`config.mk`:
```
export PLATFORM = sky130hd
export DESIGN_NAME = calc_req_driver
export DESIGN_NICKNAME = d
export VERILOG_FILES = /design/src/rtl/calc_req_pkg.sv /design/src/rtl/calc_req_skid.sv /design/src/rtl/calc_req_driver.sv
export SDC_FILE = /design/constraint.sdc
export NUM_CORES = 1
export LEC_CHECK = 0
export CAP_MARGIN = 40
export CORE_MARGIN = 10
export CORE_UTILIZATION = 45
export DETAILED_ROUTE_END_ITERATION = 10
export DONT_BUFFER_PORTS = 1
export SYNTH_ARGS = -nofsm -noshare
export SYNTH_HDL_FRONTEND = slang
export SYNTH_SLANG_ARGS = --single-unit
```
`constraint.sdc`:
```
create_clock -name c_clk -period 2.7 [get_ports c_clk]
set_input_delay 0.27 -clock c_clk [delete_from_list [all_inputs] [get_ports c_clk]]
set_output_delay 0.27 -clock c_clk [all_outputs]
set_load 0.1 [all_outputs]
```
`src/rtl/calc_req_pkg.sv`:
```
// calc_req_pkg: shared types and constants for the calc1 requester driver.
//   state_t      FSM states of calc_req_driver
//   CMD_*        calc1 command codes
//   RESP_*       port response / result codes
package calc_req_pkg;

    typedef enum logic [2:0] {
        IDLE  = 3'd0,
        SEND1 = 3'd1,
        SEND2 = 3'd2,
        WAIT  = 3'd3,
        DONE  = 3'd4
    } state_t;

    localparam logic [3:0] CMD_NOP = 4'd0;
    localparam logic [3:0] CMD_ADD = 4'd1;
    localparam logic [3:0] CMD_SUB = 4'd2;
    localparam logic [3:0] CMD_SHL = 4'd5;
    localparam logic [3:0] CMD_SHR = 4'd6;

    localparam logic [1:0] RESP_NONE = 2'd0;
    localparam logic [1:0] RESP_OK   = 2'd1;
    localparam logic [1:0] RESP_ERR  = 2'd2;
    localparam logic [1:0] RESP_TOUT = 2'd3;

endpackage

```
`src/rtl/calc_req_skid.sv`:
```
// calc_req_skid: one-entry operation buffer (cmd, data1, data2) placed in
// front of the calc_req_driver FSM. Only compiled when CALC_REQ_SKID_EN is
// defined.
// Ports:
//   clk        clock, state updates on the falling edge
//   rst_n      asynchronous active-low reset, empties the buffer
//   in_valid / in_ready            upstream handshake (in_ready = buffer empty)
//   in_cmd, in_data1, in_data2     upstream operation
//   out_valid / out_ready          downstream handshake (out_valid = buffer full)
//   out_cmd, out_data1, out_data2  buffered operation
`ifdef CALC_REQ_SKID_EN
module calc_req_skid (
    input  logic        clk,
    input  logic        rst_n,
    input  logic        in_valid,
    output logic        in_ready,
    input  logic [0:3]  in_cmd,
    input  logic [0:31] in_data1,
    input  logic [0:31] in_data2,
    output logic        out_valid,
    input  logic        out_ready,
    output logic [0:3]  out_cmd,
    output logic [0:31] out_data1,
    output logic [0:31] out_data2
);
    logic full;

    always_ff @(negedge clk or negedge rst_n) begin
        if (!rst_n) begin
            full <= 1'b0;
        end else if (in_valid && !full) begin
            full <= 1'b1;
        end else if (out_ready && full) begin
            full <= 1'b0;
        end
    end

    // Payload only matters while full is set, so it carries no reset.
    always_ff @(negedge clk) begin
        if (in_valid && !full) begin
            out_cmd   <= in_cmd;
            out_data1 <= in_data1;
            out_data2 <= in_data2;
        end
    end

    assign in_ready  = ~full;
    assign out_valid = full;

endmodule
`endif

```
`src/rtl/calc_req_driver.sv`:
```
// calc_req_driver: initiator side of a calc1 requester port. Takes one
// operation (cmd + two operands), serialises it onto the port as
// cmd+operand1 then operand2, waits for the response with a timeout and
// returns the result on a local valid/ready interface. All state updates
// happen on the falling edge of c_clk.
// Optional feature macro: CALC_REQ_SKID_EN adds a one-entry skid buffer so
// a second operation can be accepted while one is in flight.
// Ports:
//   c_clk, reset                       clock (negedge), async active-low reset
//   op_valid/op_ready, op_cmd,
//   op_data1, op_data2                 local operation input
//   req_cmd_out, req_data_out          registered drive into the port
//   out_resp, out_data                 port response (out_resp 0 = none)
//   res_valid/res_ready, res_code,
//   res_data, res_timeout              local result output
//   busy                               FSM not idle
module calc_req_driver
    import calc_req_pkg::*;
#(
    parameter int TIMEOUT_CYCLES = 255,
    parameter int CNT_W          = 8
) (
    input  logic        c_clk,
    input  logic        reset,
    input  logic        op_valid,
    output logic        op_ready,
    input  logic [0:3]  op_cmd,
    input  logic [0:31] op_data1,
    input  logic [0:31] op_data2,
    output logic [0:3]  req_cmd_out,
    output logic [0:31] req_data_out,
    input  logic [0:1]  out_resp,
    input  logic [0:31] out_data,
    output logic        res_valid,
    input  logic        res_ready,
    output logic [0:1]  res_code,
    output logic [0:31] res_data,
    output logic        res_timeout,
    output logic        busy
);
    localparam logic [CNT_W-1:0] CNT_LAST = CNT_W'(TIMEOUT_CYCLES - 1);

    state_t           state, state_d;
    logic [CNT_W-1:0] cnt, cnt_d;
    logic [0:3]       cmd_d;
    logic [0:31]      data_d;
    logic [0:31]      data2_q;
    logic [0:1]       code_d;
    logic [0:31]      rdata_d;
    logic             tout_d;

    logic             src_valid;
    logic [0:3]       src_cmd;
    logic [0:31]      src_data1, src_data2;
    logic             fsm_free;
    logic             take;

`ifdef CALC_REQ_SKID_EN
    // The FSM may also reload straight out of DONE once the result is taken.
    assign fsm_free = (state == IDLE) || (state == DONE && res_ready);

    calc_req_skid u_skid (
        .clk       (c_clk),
        .rst_n     (reset),
        .in_valid  (op_valid),
        .in_ready  (op_ready),
        .in_cmd    (op_cmd),
        .in_data1  (op_data1),
        .in_data2  (op_data2),
        .out_valid (src_valid),
        .out_ready (fsm_free),
        .out_cmd   (src_cmd),
        .out_data1 (src_data1),
        .out_data2 (src_data2)
    );
`else
    assign fsm_free  = (state == IDLE);
    assign op_ready  = fsm_free;
    assign src_valid = op_valid;
    assign src_cmd   = op_cmd;
    assign src_data1 = op_data1;
    assign src_data2 = op_data2;
`endif

    assign take      = fsm_free & src_valid;
    assign res_valid = (state == DONE);
    assign busy      = (state != IDLE);

    always_comb begin
        state_d = state;
        cnt_d   = cnt;
        cmd_d   = req_cmd_out;
        data_d  = req_data_out;
        code_d  = res_code;
        rdata_d = res_data;
        tout_d  = res_timeout;

        case (state)
            SEND1: begin
                state_d = SEND2;
                cmd_d   = '0;
                data_d  = data2_q;
            end
            SEND2: begin
                state_d = WAIT;
                cmd_d   = '0;
                data_d  = '0;
                cnt_d   = '0;
            end
            WAIT: begin
                // A response on the timeout edge still wins.
                if (out_resp != RESP_NONE) begin
                    state_d = DONE;
                    code_d  = out_resp;
                    rdata_d = out_data;
                    tout_d  = 1'b0;
                end else if (cnt == CNT_LAST) begin
                    state_d = DONE;
                    code_d  = RESP_TOUT;
                    rdata_d = '0;
                    tout_d  = 1'b1;
                end else begin
                    cnt_d = cnt + CNT_W'(1);
                end
            end
            DONE: begin
                if (res_ready) begin
                    state_d = IDLE;
                    code_d  = '0;
                    rdata_d = '0;
                    tout_d  = 1'b0;
                end
            end
            default: state_d = IDLE;
        endcase

        // Start of a new operation overrides the IDLE / DONE-exit defaults.
        if (take) begin
            if (src_cmd != CMD_NOP) begin
                state_d = SEND1;
                cmd_d   = src_cmd;
                data_d  = src_data1;
            end else begin
                state_d = DONE;
                code_d  = RESP_ERR;
                rdata_d = '0;
                tout_d  = 1'b0;
            end
        end
    end

    always_ff @(negedge c_clk or negedge reset) begin
        if (!reset) begin
            state        <= IDLE;
            cnt          <= '0;
            req_cmd_out  <= '0;
            req_data_out <= '0;
            res_code     <= '0;
            res_data     <= '0;
            res_timeout  <= 1'b0;
        end else begin
            state        <= state_d;
            cnt          <= cnt_d;
            req_cmd_out  <= cmd_d;
            req_data_out <= data_d;
            res_code     <= code_d;
            res_data     <= rdata_d;
            res_timeout  <= tout_d;
        end
    end

    // Operand 2 is only read in SEND1, right after it is captured.
    always_ff @(negedge c_clk) begin
        if (take) begin
            data2_q <= src_data2;
        end
    end

endmodule
```
Yosys cells after proc, flatten, opt, wreduce, memory -nomap -nowiden --
Cells that the tools add are included.
Cells by class: add/subtract/negate cells 1, equal/unequal tests 9, muxes and demuxes 33, bitwise gates (word level) 1, reduce and logical (&&, ||, !) cells 8
Operators by type and width (count):
- 2-to-1 mux 32 bit | 7
- one-hot mux 32 bit (2 select lines) | 2
- 2-to-1 mux 8 bit | 2
- one-hot mux 8 bit (2 select lines) | 1
- 2-to-1 mux 3 bit | 5
- 2-to-1 mux 4 bit | 3
- one-hot mux 3 bit (4 select lines) | 1
- 2-to-1 mux 2 bit | 5
- adder 8 x 1 -> 8 bit (second input constant) | 1
- equality test 8 bit (second input constant) | 1
- equality test 3 x 2 -> 1 bit (second input constant) | 2
- 2-to-1 mux 1 bit | 5
- inequality test 2 bit (second input constant) | 2
- inequality test 4 bit (second input constant) | 1
- one-hot mux 2 bit (2 select lines) | 1
- nonzero test 2 bit | 2
- nonzero test 4 bit | 1
- equality test 3 x 1 -> 1 bit (second input constant) | 1
- equality test 3 bit (second input constant) | 1
- zero test 3 bit | 1
- inequality test 3 x 1 -> 1 bit (second input constant) | 1
- AND reduction 3 bit | 1
- nonzero test 3 bit | 1
- one-hot mux 1 bit (2 select lines) | 1
- other kinds (3) | 3
Word-level totals: flip-flop bits (word level) 114, input bits 106

Logic depth before layout (Yosys ltp) --
Gate-level depths: netlist (run 1).
depth in word-level cells 6, gate-level depth with buffers 7, depth with buffers taken out 6

==> run_results.csv, run 1 <==
group,metric,value,unit
floorplanning,start_util,0.463,
grt,grt_overflow,0,
timing,setup_viol,15,
finish,final_util,0.707,
timing,setup_ws,-0.307,ns
job,maxCapViolations,0,
grt,grt_util_all_layers,0.183,
floorplanning,io_pins,180,
timing,drv_slew,0,
worst_hold_path,min_to,"req_data_out[31]",
setup_path,rrSetupSlack,0.70,ns
synthesis,synth_fp_nets,527,
cts,clock_sinks,114,
finish,n_antenna_cell,0,
worst_hold_path,worstHoldStart,"data2_q[31]",
worst_hold_path,hp-class,"flop to flop",
setup_path,cp_slowest_cell,"dfrtn_1",
finish,area_growth,52.8,%
cts,cts_buffers,17,
floorplanning,die_h,123,µm
synthesis,async_flop_share,0.719,
detailed_routing,firstDrtPassIters,4,
synthesis,syn_area_per_cell,11.5,µm²
floorplanning,dieArea,15200,µm²
setup_path,start_kind,"flop",
timing,rsz0062_at_grt,"true",
setup_path,critPathMaxFanout,3,
grt,grt_pass1_wl,21.5,mm
detailed_routing,vias_per_cell,5.46,
timing,final-hold-violation-count,0,
timing,max-slew-margin-rel,0.689,
synthesis,synth_edf_count,32,
finish,fin_area,7330,µm²
placement,gp_congestion,0.813,
floorplanning,rows,37,
setup_path,reg2regPathDepth,6,
cts,ctsHoldBuffers,0,
setup_path,path_delay_family,"flip-flops",
synthesis,seq_area_frac_synth,0.628,
finish,final_cell_mix,"82 x dfrtn_1, 78 x buf_12, 66 x nand2_1",
placement,dpl_cell_area,6610,µm²
finish,fillers,714,
cts,cts_tree,"done",
setup_path,crit_chain,"nor3b_4 > buf_12",
synthesis,syn_inst,419,
setup_path,worst_setup_path_end_kind,"output port",
setup_path,timing.rr.start,"state[1]",
setup_path,crit_required,2.43,ns
finish,nets,649,
setup_path,timing.rr.end,"req_data_out[30]",
floorplanning,die_w,123,µm
cts,cts.clk_slew.worst_paths,0.04,ns
grt,antenna_found_initial,0,
outcome,status,"complete, but fails checks",
timing,tightest_slew,0.466,ns
placement,hpwlAfterDp,9.86,mm
cts,clockBufferDepth,2,
detailed_routing,wl_per_cell,20.0,µm
detailed_routing,wl,13.8,mm
synthesis,yosysWarnings,0,
floorplanning,core,10400,µm²
synthesis,ys_types,48,
worst_hold_path,worstHoldPathCells,2,
cts,cts-root-buf,"clkbuf_8",
setup_path,worstSetupPathType,"flop to output port",
synthesis,ys_ff_latch,114,
finish,drive_above_1_share,0.343,
detailed_routing,dr_total_vias,3769,
setup_path,path_buf_inv,1,
timing,fin_skew,0.0589,ns
detailed_routing,route.detailed.drc,0,
cts,htreeDepth,4,
detailed_routing,drtIter0Drc,377,
setup_path,cpPeakStageDelay,0.48,ns
detailed_routing,ant_nets,0,
grt,grt_max_degree,83,
synthesis,syn-cell-area,4800,µm²
placement,port_buffers,0,
grt,grt_pass1_vias,3923,
cts,clk_latency,0.50,ns
outcome,violations,"negative setup slack",
finish,final_common_cell,"dfrtn_1",
synthesis,synth-main-ff-cell,"dfrtn_1",
setup_path,critical_path_arrival,2.74,ns
area by class of cell:
class | instances | area [µm²] | share of cell area
clock inverter | 43 | 211 | 0.0288
timing repair buffer | 102 | 1750 | 0.238
sequential | 114 | 3010 | 0.411
clock buffer | 21 | 460 | 0.0628
tap | 136 | 170 | 0.0232
multi-input combinational | 269 | 1710 | 0.233
inverter | 5 | 18.8 | 0.00256
cells by family after synthesis:
logic type	after synthesis	synth area share
AO/OA/AOI/OAI	157	0.203
XOR/XNOR	3	0.00548
adder cells (fa/ha/maj)	2	0.00521
buffers and inverters	36	0.0459
flip-flops	114	0.628
AND/OR/NAND/NOR	107	0.113
worst reg2reg max path: cells and delay by family (launching register included):
family,cells,cell delay [ns]
AO/OA/AOI/OAI,2,0.34
buffers and inverters,2,0.46
flip-flops,1,0.56
AND/OR/NAND/NOR,2,0.48
what timing repair did:
action,in CTS,in global routing
endpoints found under the setup margin,72,74
endpoints found under the hold margin,0,0
gates resized for setup,5,1
pin swaps,1,0
buffers inserted,3,2
synth_stat cells (2+ instances only):
cell      number  share of area
xnor2_1        3         0.0055
a22oi_1       33          0.052
and2_1         2         0.0026
nand4_1        2         0.0026
nand3_1        2         0.0021
edfxtp_1      32           0.20
o21ai_2       10          0.018
nor2_1        12         0.0094
buf_2         14          0.015
o21ai_1       20          0.021
and3_1         2         0.0026
nor3b_4        2         0.0078
clkbuf_1       7         0.0055
clkbuf_2       2         0.0021
buf_6          5          0.012
or3_1          2         0.0026
a22o_1         5         0.0091
nand2b_1       3         0.0039
nand2_1       66          0.052
a21oi_1       39          0.041
inv_1          6         0.0047
dfrtn_1       82           0.43
o21ai_0       41          0.043
nand2_2        2         0.0026
ha_1           2         0.0052
sequential cells by signal, indices dropped and copies added, names as in the netlist:
name          flops
req_data_out     32
state             3
cnt               8
res_timeout       1
res_data         32
req_cmd_out       4
data2_q          32
res_code          2
stage by stage:
step	cells	setup WS (ns)	setup TNS (ns)	hold WS, ns
2_1_floorplan	419	-1.04	-87.95	0.405
5_1_grt	690	-0.361	-2.90	0.480
6_report	690	-0.307	-0.924	0.458
3_3_place_gp	622	-0.0682	-1.95	0.416
3_5_place_dp	622	-0.136	-5.33	0.424
4_1_cts	688	-0.332	-1.96	0.460
how the worst max path moves through the flow:
stage | startpoint | end | slack [ns] | cells past startpoint
after floorplan | op_valid | req_cmd_out[0] | -1.04 | 5
after global placement | op_cmd[3] | res_code[1] | -0.07 | 5
after detailed placement | op_cmd[3] | res_code[1] | -0.14 | 5
after CTS | state[2] | res_valid | -0.33 | 2
after global routing | state[2] | res_valid | -0.36 | 2
final | state[2] | res_valid | -0.31 | 2
routing by layer:
layer | wire [µm] | GRT usage | share of wire | vias up
met5 | 0 | 0 | 0 | -
met4 | 123 | 0.0670 | 0.0089 | 0
met3 | 1410 | 0.0893 | 0.10 | 13
met2 | 7070 | 0.300 | 0.51 | 139
met1 | 5210 | 0.203 | 0.38 | 1854
li1 | - | - | - | 1763
Power of run 1 is not shown: default switching activity piles up to over one toggle a cycle in this logic, so the estimate is an artifact.
==> run 2: changes to the inputs <==
PLACE_DENSITY = 0.65   (was not set)
==> run 2 against run 1 <==
Compared with the run above: the run still ends with negative setup slack left; critical path depth unchanged; non-clock buffer count unchanged; register-to-register slack lost 0.20 ns; die area stayed put; worst setup slack worse by 0.027 ns; wire length rose by 0.29%; core utilization up 0.45 points; global-route usage up 0.072 points; clock-buffer cell count is 4 lower; via count down 0.34%; sequential share of layout area down 0.26 points; worst hold slack worse by 0.0029 ns.
==> run_results.csv, run 2 (same netlist as run 1, synthesis figures left out) <==
group,metric,value,unit
floorplanning,dieArea,15200,µm²
setup_path,critical_path_arrival,2.76,ns
outcome,status,"complete, but fails checks",
detailed_routing,route.detailed.drc,0,
finish,fillers,699,
finish,multiInputGateArea,1710,µm²
placement,gp_congestion,0.868,
grt,grt_overflow,0,
grt,antenna_found_initial,0,
setup_path,worst_setup_path_end_kind,"output port",
timing,setup_ws,-0.335,ns
cts,clockBufferDepth,2,
timing,tns,-1.06,ns
setup_path,critPathMaxFanout,3,
timing,setup_viol,16,
placement,post-place-ws,-0.106,ns
job,maxCapViolations,0,
cts,cts_buffers,17,
grt,grt_max_degree,83,
timing,max-slew-margin-rel,0.441,
timing,drv_slew,0,
floorplanning,die_h,123,µm
floorplanning,die_w,123,µm
detailed_routing,drtIter0Drc,209,
cts,htreeDepth,4,
cts,cts-root-buf,"clkbuf_8",
finish,area_growth,53.8,%
floorplanning,start_util,0.463,
cts,cts.clk_slew.worst_paths,0.04,ns
detailed_routing,ant_nets,0,
finish,nets,649,
timing,whs,0.455,ns
cts,clk_latency,0.50,ns
floorplanning,core,10400,µm²
grt,grt_util_all_layers,0.184,
detailed_routing,wl,13.8,mm
finish,drive_above_1_share,0.347,
floorplanning,rows,37,
setup_path,crit_required,2.43,ns
timing,final-hold-violation-count,0,
finish,n_antenna_cell,0,
finish,regArea,3010,µm²
floorplanning,io_pins,180,
detailed_routing,vias_per_cell,5.44,
timing,fin_skew,0.0653,ns
setup_path,start_kind,"flop",
timing,tightest_slew,0.838,ns
cts,ctsHoldBuffers,0,
cts,clock_sinks,114,
placement,port_buffers,0,
worst_hold_path,hp-class,"flop to flop",
grt,grt_pass1_vias,3968,
detailed_routing,dr_total_vias,3756,
outcome,violations,"negative setup slack",
detailed_routing,firstDrtPassIters,4,
timing,rsz0062_at_grt,"true",
cts,cts_tree,"done",
setup_path,worstSetupPathType,"flop to output port",
placement,hpwlAfterDp,9.91,mm
finish,final_common_cell,"dfrtn_1",
grt,grt_pass1_wl,21.7,mm
detailed_routing,wl_per_cell,20.1,µm
finish,final_cell_mix,"82 x dfrtn_1, 80 x buf_12, 66 x nand2_1",
finish,reg_top3,"data2_q x32, req_data_out x32, res_data x32",
## run 2: changes by cell type in the layout (fill, tap and decap cells not counted), sizes merged
cell      before  now
clkinv         7    6
clkinvlp       0    1
bufinv         1    2
inv           40   43
clkbuf        21   17
## run 2: through the flow
| step | utilization | cells | cell area [µm²] |
|---|---|---|---|
| CTS | 0.710 | 688 | 7370 |
| global placement | 0.638 | 620 | 6620 |
| global route | 0.712 | 690 | 7380 |
| floorplan | - | 419 | 4980 |
| finish | 0.712 | 690 | 7380 |
| detailed placement | 0.638 | 620 | 6620 |
## run 2: worst max-delay path, stage by stage, from the launching register on
cell and delay (ns):
dfrtn_1 0.51, nor3b_4 0.25, buf_12 0.21
## run 2: worst paths after layout
| path | cells after the start | start | slack (ns) | to |
|---|---|---|---|---|
| setup reg to reg | 7 | state[0] | 0.50 | req_data_out[10] |
| min in group asynchronous | 0 | reset | 0.76 | res_data[3] |
| hold / removal | 2 | data2_q[16] | 0.45 | req_data_out[16] |
| max in group asynchronous | 0 | reset | 1.79 | req_data_out[21] |
| hold reg to reg | 2 | data2_q[16] | 0.45 | req_data_out[16] |
| setup / recovery | 2 | state[2] | -0.33 | res_valid |
## run 2: routing by layer
metal / global-route usage / up-vias / routed length [µm]
li1: - / 1759 / -
met1: 0.200 / 1797 / 5160
met2: 0.300 / 182 / 6820
met3: 0.103 / 18 / 1710
met4: 0.0590 / 0 / 157
met5: 0 / - / 0
## run 2: what timing repair did
item                                    4_1_cts  5_1_grt
setup buffers                                 5        2
endpoints found under the setup margin       57       74
resized for setup                             6        0
## run 2: layout make-up
| class | instances | share of cell area |
|---|---|---|
| clock buffers | 17 | 0.0561 |
| multi-input cells | 269 | 0.232 |
| repair buffers | 102 | 0.240 |
| inverters | 5 | 0.00254 |
| well taps | 136 | 0.0231 |
| clock inverters | 47 | 0.0378 |
| flip-flops and latches | 114 | 0.408 |
Power of run 2 is left out for the same reason.
==> run 3: changes to the inputs <==
PLACE_DENSITY = 0.69   (was 0.65)
SKIP_LAST_GASP = 1   (was not set)
SLEW_MARGIN = 10   (was not set)
==> run 3 against run 2 <==
Compared with the run above: via count is 1.6% higher; the run still ends with negative setup slack left; die area is the same; highest routed layer unchanged; worst setup slack gained 0.020 ns; clock skew is 0.0083 ns higher; critical path depth unchanged; worst hold slack improved by 0.011 ns; register-to-register slack improved by 0.13 ns; global-route usage is 0.050 points lower.
==> run_results.csv, run 3 (same netlist as run 1, synthesis figures left out) <==
group,metric,value,unit
outcome,status,"complete, but fails checks",
outcome,violations,"negative setup slack",
floorplanning,die_h,123,µm
detailed_routing,dr_total_vias,3817,
cts,cts-root-buf,"clkbuf_8",
grt,grt_pass1_vias,4070,
detailed_routing,vias_per_cell,5.49,
finish,n_antenna_cell,0,
grt,grt_overflow,0,
finish,fillers,686,
timing,final-hold-violation-count,0,
floorplanning,die_w,123,µm
floorplanning,core,10400,µm²
finish,fin_area,7390,µm²
grt,antenna_found_initial,0,
setup_path,cp_slowest_cell,"dfrtn_1",
setup_path,critical_path_arrival,2.74,ns
placement,port_buffers,0,
detailed_routing,wl,14.1,mm
setup_path,crit_chain,"nor3b_4 > buf_12",
cts,clock_sinks,114,
detailed_routing,ant_nets,0,
cts,cts_buffers,17,
timing,rsz0062_at_grt,"true",
setup_path,start_kind,"flop",
cts,clockBufferDepth,2,
finish,drive_above_1_share,0.351,
worst_hold_path,hp-class,"flop to flop",
setup_path,worstSetupPathType,"flop to output port",
timing,setup_viol,24,
floorplanning,dieArea,15200,µm²
cts,cts.clk_slew.worst_paths,0.04,ns
cts,clk_latency,0.51,ns
job,maxCapViolations,0,
finish,reg_top3,"data2_q x32, req_data_out x32, res_data x32",
finish,area_growth,53.9,%
setup_path,path_delay_family,"flip-flops",
timing,tightest_slew,0.650,ns
timing,drv_slew,0,
setup_path,critPathMaxFanout,3,
placement,dpl_cell_area,6610,µm²
timing,max-slew-margin-rel,0.567,
setup_path,path_buf_inv,1,
finish,final_common_cell,"dfrtn_1",
detailed_routing,drtIter0Drc,370,
detailed_routing,wl_per_cell,20.3,µm
floorplanning,start_util,0.463,
placement,hpwlAfterDp,10.0,mm
timing,setup_ws,-0.315,ns
grt,grt_max_degree,83,
floorplanning,io_pins,180,
finish,final_cell_mix,"82 x dfrtn_1, 80 x buf_12, 66 x nand2_1",
cts,cts_tree,"done",
detailed_routing,firstDrtPassIters,4,
setup_path,crit_required,2.43,ns
finish,regArea,3010,µm²
finish,nets,654,
cts,htreeDepth,4,
grt,grt_pass1_wl,21.7,mm
floorplanning,rows,37,
placement,gp_congestion,0.771,
timing,fin_skew,0.0737,ns
detailed_routing,route.detailed.drc,0,
grt,grt_util_all_layers,0.184,
setup_path,cpPeakStageDelay,0.49,ns
setup_path,worst_setup_path_end_kind,"output port",
finish,multiInputGateArea,1710,µm²
-- run 3: changes by cell type in the layout (fill, tap and decap cells not counted), sizes merged --
cell	before	now
clkinv	6	2
bufinv	2	0
clkinvlp	1	3
inv	43	47
buf	102	107
-- run 3: path summary, 6_finish.rpt --
| path | start | endpoint | slack [ns] | cells past startpoint |
|---|---|---|---|---|
| worst max-delay path | state[2] | res_valid | -0.31 | 2 |
| worst min-delay path | data2_q[31] | req_data_out[31] | 0.47 | 2 |
| worst max register to register | state[2] | res_data[2] | 0.63 | 7 |
| worst min register to register | data2_q[31] | req_data_out[31] | 0.47 | 2 |
| max in group asynchronous | reset | req_data_out[4] | 1.73 | 0 |
| min in group asynchronous | reset | res_data[29] | 0.76 | 0 |
-- run 3: what timing repair did --
action | 4_1_cts | 5_1_grt
buffers inserted | 6 | 3
pin swaps | 1 | 1
hold buffers | 0 | 0
gates resized for setup | 13 | 0
endpoints found under the setup margin | 59 | 74
-- run 3: cell type report --
class | count | share of cell area
well taps | 136 | 0.0230
repair buffers | 107 | 0.245
flip-flops and latches | 114 | 0.408
clock inverters | 47 | 0.0335
clock buffers | 17 | 0.0561
multi-input cells | 269 | 0.232
inverters | 5 | 0.00254
-- run 3: through the flow --
step	hold slack [ns]	setup WS (ns)	util	instances	TNS [ns]
finish	0.466	-0.315	0.712	695	-1.03
floorplan	0.405	-1.04	-	419	-87.95
CTS	0.469	-0.337	0.710	692	-1.81
global route	0.502	-0.376	0.712	695	-3.30
detailed placement	0.421	-0.329	0.638	623	-20.32
global placement	0.410	-0.351	0.636	622	-18.68
-- run 3: worst reg2reg max path, stage by stage (launching register included) --
cell and delay, ns:
dfrtn_1 0.49, buf_4 0.16, buf_4 0.15, and3b_1 0.22, a21oi_2 0.50, buf_8 0.25, o21ai_0 0.15, a21oi_2 0.16
-- run 3: layer usage --
metal / routed length [µm] / track usage / vias up
met4: 259 / 0.0779 / 0
li1: - / - / 1777
met3: 1700 / 0.0971 / 19
met5: 0 / 0 / -
met2: 6670 / 0.278 / 177
met1: 5480 / 0.214 / 1844
Power of run 3 is left out for the same reason.
